$ cat src/rtl/seg_pkg.sv
// Shared 7-segment definitions: pattern type, blank, hex glyph table, reverse lookup.
// Used by both the hex-to-segment decoder and seg_capture.
package seg_pkg;

  typedef logic [6:0] seg_t;

  typedef enum logic {
    CAP_IDLE,
    CAP_SETTLE
  } cap_state_e;

  localparam seg_t SEG_BLANK = 7'h00;

  localparam seg_t SEG_GLYPH [0:15] = '{
    7'h3F, 7'h06, 7'h5B, 7'h4F,
    7'h66, 7'h6D, 7'h7D, 7'h07,
    7'h7F, 7'h6F, 7'h77, 7'h7C,
    7'h39, 7'h5E, 7'h79, 7'h71
  };

  // Returns {hit, nibble}; hit=0 when p is not a hex glyph.
  function automatic logic [4:0] seg_to_hex(input seg_t p);
    logic [4:0] r;
    r = '0;
    for (int i = 0; i < 16; i++) begin
      if (p == SEG_GLYPH[i]) r = {1'b1, 4'(i)};
    end
    return r;
  endfunction

endpackage

$ cat src/rtl/seg_sync.sv
// Multi-stage synchronizer for the raw 7-segment pad bus.
// Async active-low reset clears every stage.
module seg_sync
  import seg_pkg::*;
#(
  parameter int STAGES = 2
) (
  input  logic clk,
  input  logic rst_n,
  input  seg_t d,
  output seg_t q
);

  seg_t stg [STAGES];

  always_ff @(posedge clk or negedge rst_n) begin
    if (!rst_n) begin
      for (int i = 0; i < STAGES; i++) stg[i] <= '0;
    end else begin
      stg[0] <= d;
      for (int i = 1; i < STAGES; i++) stg[i] <= stg[i-1];
    end
  end

  assign q = stg[STAGES-1];

endmodule

$ cat src/rtl/seg_capture.sv
// Recovers hex digits from a sampled 7-segment bus with debounce and valid/ready output.
// Optional SEG_ERR_COUNT_EN adds a saturating err_count[7:0] port.
module seg_capture
  import seg_pkg::*;
#(
  parameter int SYNC_STAGES   = 2,
  parameter int STABLE_CYCLES = 4
) (
  input  logic       clk,
  input  logic       rst_n,
  input  logic [6:0] seg_in,
  output logic [3:0] out_nibble,
  output logic       out_valid,
  input  logic       out_ready,
  output logic       err_pulse,
  output logic       overrun,
  output logic       busy
`ifdef SEG_ERR_COUNT_EN
  ,
  output logic [7:0] err_count
`endif
);

  localparam int CW = $clog2(STABLE_CYCLES + 1);
  localparam logic [CW-1:0] CMAX = CW'(STABLE_CYCLES - 1);

  seg_t       seg_s;
  seg_t       last_pat;
  seg_t       cand;
  logic [CW-1:0] cnt;
  cap_state_e state;
  logic [4:0] lut;
  logic       xfer;

  seg_sync #(
    .STAGES(SYNC_STAGES)
  ) u_sync (
    .clk  (clk),
    .rst_n(rst_n),
    .d    (seg_in),
    .q    (seg_s)
  );

  assign lut  = seg_to_hex(cand);
  assign xfer = out_valid && out_ready;

  always_ff @(posedge clk or negedge rst_n) begin
    if (!rst_n) begin
      state      <= CAP_IDLE;
      last_pat   <= SEG_BLANK;
      cand       <= '0;
      cnt        <= '0;
      out_nibble <= '0;
      out_valid  <= 1'b0;
      err_pulse  <= 1'b0;
      overrun    <= 1'b0;
      busy       <= 1'b0;
`ifdef SEG_ERR_COUNT_EN
      err_count  <= '0;
`endif
    end else begin
      err_pulse <= 1'b0;
      overrun   <= 1'b0;
      if (xfer) out_valid <= 1'b0;
      unique case (state)
        CAP_IDLE: begin
          if (seg_s != last_pat) begin
            state <= CAP_SETTLE;
            busy  <= 1'b1;
            cand  <= seg_s;
            cnt   <= '0;
          end
        end
        CAP_SETTLE: begin
          if (seg_s != cand) begin
            cand <= seg_s;
            cnt  <= '0;
          end else if (cnt != CMAX) begin
            cnt <= cnt + 1'b1;
          end else begin
            state    <= CAP_IDLE;
            busy     <= 1'b0;
            last_pat <= cand;
            // A glitch that settles back onto last_pat is not a new digit.
            unique case (1'b1)
              (cand == last_pat): ;
              lut[4]: begin
                out_nibble <= lut[3:0];
                out_valid  <= 1'b1;
                overrun    <= out_valid && !out_ready;
              end
              (cand == SEG_BLANK): ;
              default: begin
                err_pulse <= 1'b1;
`ifdef SEG_ERR_COUNT_EN
                if (err_count != 8'hFF) err_count <= err_count + 8'd1;
`endif
              end
            endcase
          end
        end
        default: state <= CAP_IDLE;
      endcase
    end
  end

endmodule

$ cat config.mk
export PLATFORM = sky130hd
export DESIGN_NAME = seg_capture
export DESIGN_NICKNAME = d
export VERILOG_FILES = /design/src/rtl/seg_pkg.sv /design/src/rtl/seg_sync.sv /design/src/rtl/seg_capture.sv
export SDC_FILE = /design/constraint.sdc
export NUM_CORES = 1
export LEC_CHECK = 0
export CORE_UTILIZATION = 45
export CTS_BUF_LIST = sky130_fd_sc_hd__clkbuf_8
export CTS_CLUSTER_DIAMETER = 50
export DETAILED_ROUTE_END_ITERATION = 10
export PLACE_DENSITY = 0.72
export SYNTH_ARGS = -nofsm -noshare
export SYNTH_HDL_FRONTEND = slang
export SYNTH_SLANG_ARGS = --single-unit
$ cat constraint.sdc
create_clock -name clk -period 4.17 [get_ports clk]
set_input_delay 0.417 -clock clk [delete_from_list [all_inputs] [get_ports clk]]
set_output_delay 0.417 -clock clk [all_outputs]
set_load 0.01 [all_outputs]
# [After elaboration in Yosys (flattened, before gate mapping)]
# Index checks and enable logic that the tools add are counted.
[classes] n_addsub=1 eq_ne=25 muxes=44 bitwise_logic=3 n_reduce_logical=10
[op_table] operator="$eq A7 B7 Y1 const B" n=12
[op_table] operator="$mux W5" n=16
[op_table] operator="$mux W1" n=19
[op_table] operator="$eq A7 B3 Y1 const B" n=2
[op_table] operator="$eq A7 B6 Y1 const B" n=2
[op_table] operator="$mux W7" n=2
[op_table] operator="$ne A7 B7 Y1" n=2
[op_table] operator="$pmux W7 S2" n=1
[op_table] operator="$mux W3" n=3
[op_table] operator="$eq A7 B7 Y1" n=1
[op_table] operator="$logic_not A7 Y1" n=1
[op_table] operator="$ne A2 B2 Y1 const B" n=3
[op_table] operator="$pmux W3 S2" n=1
[op_table] operator="$reduce_and A3 Y1" n=2
[op_table] operator="$pmux W1 S2" n=2
[op_table] operator="$reduce_and A2 Y1" n=2
[op_table] operator="$reduce_and A4 Y1" n=1
[op_table] operator="$add A3 B1 Y3 const B" n=1
[op_table] operator="$ne A3 B1 Y1 const B" n=1
[op_table] operator="$ne A3 B2 Y1 const B" n=1
[op_table] operator="$not A1 Y1" n=3
[op_table] operator="$reduce_or A3 Y1" n=1
[op_table] operator="$logic_and A1 B1 Y1" n=2
[op_table] operator="$ne A2 B1 Y1 const B" n=1
[op_table] operator="$logic_not A1 Y1" n=1
[totals] register_bits=40 in_bits=10 word_cells=94

# [Depth between registers and ports, before layout]
[logic_depth] word_depth=22 depth_mapped=7 ltp_nobuf=6

# [By module]
# From an unflattened synthesis, not the netlist that was laid out.
[hier_totals] hier_cells=176 hier_area_um2=1995.7
[by_module_without_submodules] mod="seg_capture" instances=1 cells_per_inst=155 area_each_um2=1592.8
[by_module_without_submodules] mod="seg_sync" instances=1 cells_per_inst=21 area_each_um2=402.9

# [Worst setup path after synthesis]
# OpenSTA, ideal clock, no wires.
[synth_path] path_kind="register to register" from="register cand[0]" to="register out_nibble[0]" setup_ps=125 arrival_time_ps=1846 t_required_ps=4045 path_slack_ps=2199 stages_incl_launch_ff=7 n_path_buf=1 period_less_slack_ps=1971 path_cell_list="dfrtp_1 > buf_6 > or4_4 > nand2_2 > nand4_4 > a41oi_4 > mux2_2"
[synth_via] elab_chain_len=18 elab_cells_between_ends=35
[synth_rtl] element="from (decl)" line_no="seg_capture.sv:29" rtl="seg_t cand;"
[synth_rtl] element="from (signal assigned)" line_no="seg_capture.sv:70" rtl="cand <= seg_s;"
[synth_rtl] element="from (signal assigned)" line_no="seg_capture.sv:76" rtl="cand <= seg_s;"
[synth_rtl] element="$eq A7 B6 Y1" line_no="seg_pkg.sv:26" rtl="if (p == SEG_GLYPH[i]) r = {1'b1, 4'(i)};"
[synth_rtl] element="$mux W5 (16 in series)" line_no="seg_pkg.sv:26"
[synth_rtl] element="$reduce_and A4 Y1 (no source line)"
[synth_rtl] element="to (signal assigned)" line_no="seg_capture.sv:88" rtl="out_nibble <= lut[3:0];"
[synth_rtl] element="to (decl)" line_no="seg_capture.sv:12" rtl="output logic [3:0] out_nibble,"
# Parallel ways exist; a longest one is shown, timed or not.
# A chain may end at the register's enable or synchronous reset.

# [Final worst setup path]
[layout_path] from="register cand[2]" to="register out_nibble[1]"
# Same word-level chain as after synthesis.

==> flow_summary.toml <==
[run_status]
status = "finished, final reports clean"

[layout]
area_growth_pct = 13.00
nNetsFinal = 193
antennaDiodeCount = 0
final_cells = 232
final_cell_mix = "dfrtp_1 (40), xnor2_1 (19), clkdlybuf4s50_1 (16)"
mostFrequentLayoutCell = "dfrtp_1"
drive_gt1_frac = 0.1429
fin_area_um2 = 2218

[setup_path]
critical_path_class = "flop to flop"
end_kind = "flop"
crit_required_ns = 4.34
slowest_delay_ns = 0.75
critPathBufInv = 0
slowest_stage = "dfrtp_1"
crit_family = "flip-flops"
crit_arrival_ns = 2.64
path_cells = "xnor2_1 > nand2_1 > or4_4 > a41oi_4 > mux2_2"
cp-start-kind = "flop"
crit_path_max_fanout = 16

[power_and_ir_drop]
clock_power_share = 0.353
internal_power_mw = 0.5572
p_seq_frac = 0.574
power_mw = 0.7315
pwr-share-comb = 0.073
p_per_area_nw_per_um2 = 329.7
vdd_drop_max_mv = 0.2799
switchingPower_mw = 0.1743
swShare = 0.2383
p_leak_nw = 0.9414

[yosys]
synth-warning-count = 0
netlist_area_um2 = 1963
synth_cell_types = 38
syn-instance-count = 168
synth.avg_cell_area_um2 = 11.69
synth_seq_area_share = 0.5099
ys_ff_latch = 40
syn_nets = 180

[drt]
vias_per_cell = 5.569
wire_per_inst_um = 15.13
wirelength_um = 3510
drtAntennaViolNets = 0
vias = 1292
dr.first_iter.drc_count = 107
drc = 0
dr.pass1.iters = 4

[clock_network]
cts.sinks = 40
htree_levels = 2
clk_pin_slew_worst_paths_ns = 0.07
post_cts_buffers = 0
cts-root-buf = "clkbuf_8"
clkLatencyLatePin_ns = 0.29
clockBufferDepth = 2
cts_hold_buf = 0
cts_resized = 0
cts_tree = "built"
cts_inserted_buffers = 5

[placed_design]
placed_cells = 224
dp_hpwl_um = 2492
dp_slack_ns = 1.754
postPlaceCellArea_um2 = 2125
gp_congestion = 0.8118
portBuffers = 17

[floorplanning]
die_x_um = 68.05
row_count = 23
die_h_um = 68.05
ios = 18
core_um2 = 4086
dieArea_um2 = 4631
initial_core_util = 0.4804

[grt]
grt_pass1_wl_um = 6334
grt_pass1_vias = 1311
grtUsageTotal = 0.1901
gr-total-overflow = 0
antenna_found_initial = 0
grt_max_degree = 41

[timing]
layout_min_cycle_time_ns = 2.467
finalSetupTns_ns = 0
skew_ns = 0.005233
max_freq_mhz = 405.3
worst_pin_slew_ns = 0.8360
drv_slew = 0
final-setup-viol-count = 0
timing.final.hold_violations = 0
relSlewSlack = 0.4427
rsz0062_at_grt = "false"
worst_slack_ns = 1.703
timing.final.crit_share = 0.5916

[job]
maxCapViolCount = 0

[hold_path]
hold_class = "input port to async pin"
-- flip-flops by register name, indices dropped and copies added, names as in the netlist --
signal	count
out_nibble	4
last_pat	7
cand	7
err_pulse	1
cnt	3
u_sync.q	7
busy	1
out_valid	1
state	1
u_sync.stg	7
overrun	1
-- metal layers --
layer / wire (um) / GRT usage
met1: 1548 / 0.2413
met2: 1763 / 0.3027
met3: 131 / 0.05167
met4: 65 / 0.08333
met5: 0 / 0
-- cell families (layout without fill, tap and decap cells) --
| logic type | count (synthesis) | after routing | synth area share |
|---|---|---|---|
| muxes | 18 | 18 | 0.1020 |
| xor gates and xnor gates | 22 | 22 | 0.09815 |
| and+or+nand+nor | 49 | 49 | 0.1511 |
| DFF | 40 | 40 | 0.5099 |
| adders and majority gates | 2 | 2 | 0.01274 |
| buffers and inverters | 18 | 32 | 0.04716 |
| AOI/OAI and AO/OA | 19 | 19 | 0.07904 |
-- stage by stage --
stage                     utilization  hold WS (ns)
after floorplan                     -        0.1214
after global placement         0.5199        0.3314
after detailed placement       0.5199        0.3358
after CTS                      0.5429        0.2582
after global routing           0.5429        0.2925
final                          0.5429        0.2335
-- synthesized netlist by cell type, drive strengths merged --
cell,instances,share of area
dfrtp,40,0.51
xnor2,19,0.085
mux2,16,0.092
buf,10,0.032
nand4,9,0.036
nand2,8,0.017
inv,7,0.013
nor2,6,0.011
nor3,6,0.015
nand2b,4,0.013
nand3,4,0.010
nor4,4,0.013
o21ai,4,0.010
a21oi,3,0.0076
xor2,3,0.013
a21o,2,0.0076
a22o,2,0.0089
a31oi,2,0.0096
and3,2,0.0064
ha,2,0.013
mux2i,2,0.010
or4,2,0.011
a22oi,1,0.0038
a2bb2oi,1,0.0045
a41oi,1,0.014
clkbuf,1,0.0019
nand4bb,1,0.0057
nor2b,1,0.0032
nor4b,1,0.0045
o2111ai,1,0.0045
o21a,1,0.0038
o32ai,1,0.0045
or3b,1,0.0045
-- area by class of cell --
cell class                      count  area (um2)
Clock buffer                        6       82.58
Sequential cell                    40        1001
Clock inverter                      2       11.26
Fill cell                         355        1868
Timing Repair Buffer               17       165.2
Inverter                            7       26.28
Multi-Input combinational cell    110       869.6
Tap cell                           50       62.56
-- power groups by stage --
stage	Sequential, mW	Clock, mW	Combinational [mW]
5_1_grt	0.423	0.285	0.0599
6_report	0.420	0.258	0.0534
2_1_floorplan	0.412	0	0.0472
3_3_place_gp	0.426	0	0.0512
4_1_cts	0.419	0.265	0.0541
3_5_place_dp	0.427	0	0.0534
-- path summary, 6_finish.rpt --
check | end | depth (start not counted) | from | slack, ns
min in group clk | u_sync.q[2] | 0 | u_sync.stg[9] | 0.35
max in group asynchronous | cnt[0] | 1 | rst_n | 3.42
hold / removal | u_sync.q[5] | 1 | rst_n | 0.23
hold reg to reg | u_sync.q[2] | 0 | u_sync.stg[9] | 0.35
setup reg to reg | out_nibble[1] | 5 | cand[2] | 1.70
setup / recovery | out_nibble[1] | 5 | cand[2] | 1.70
No activity file was read; power rests on OpenSTA's default activity.
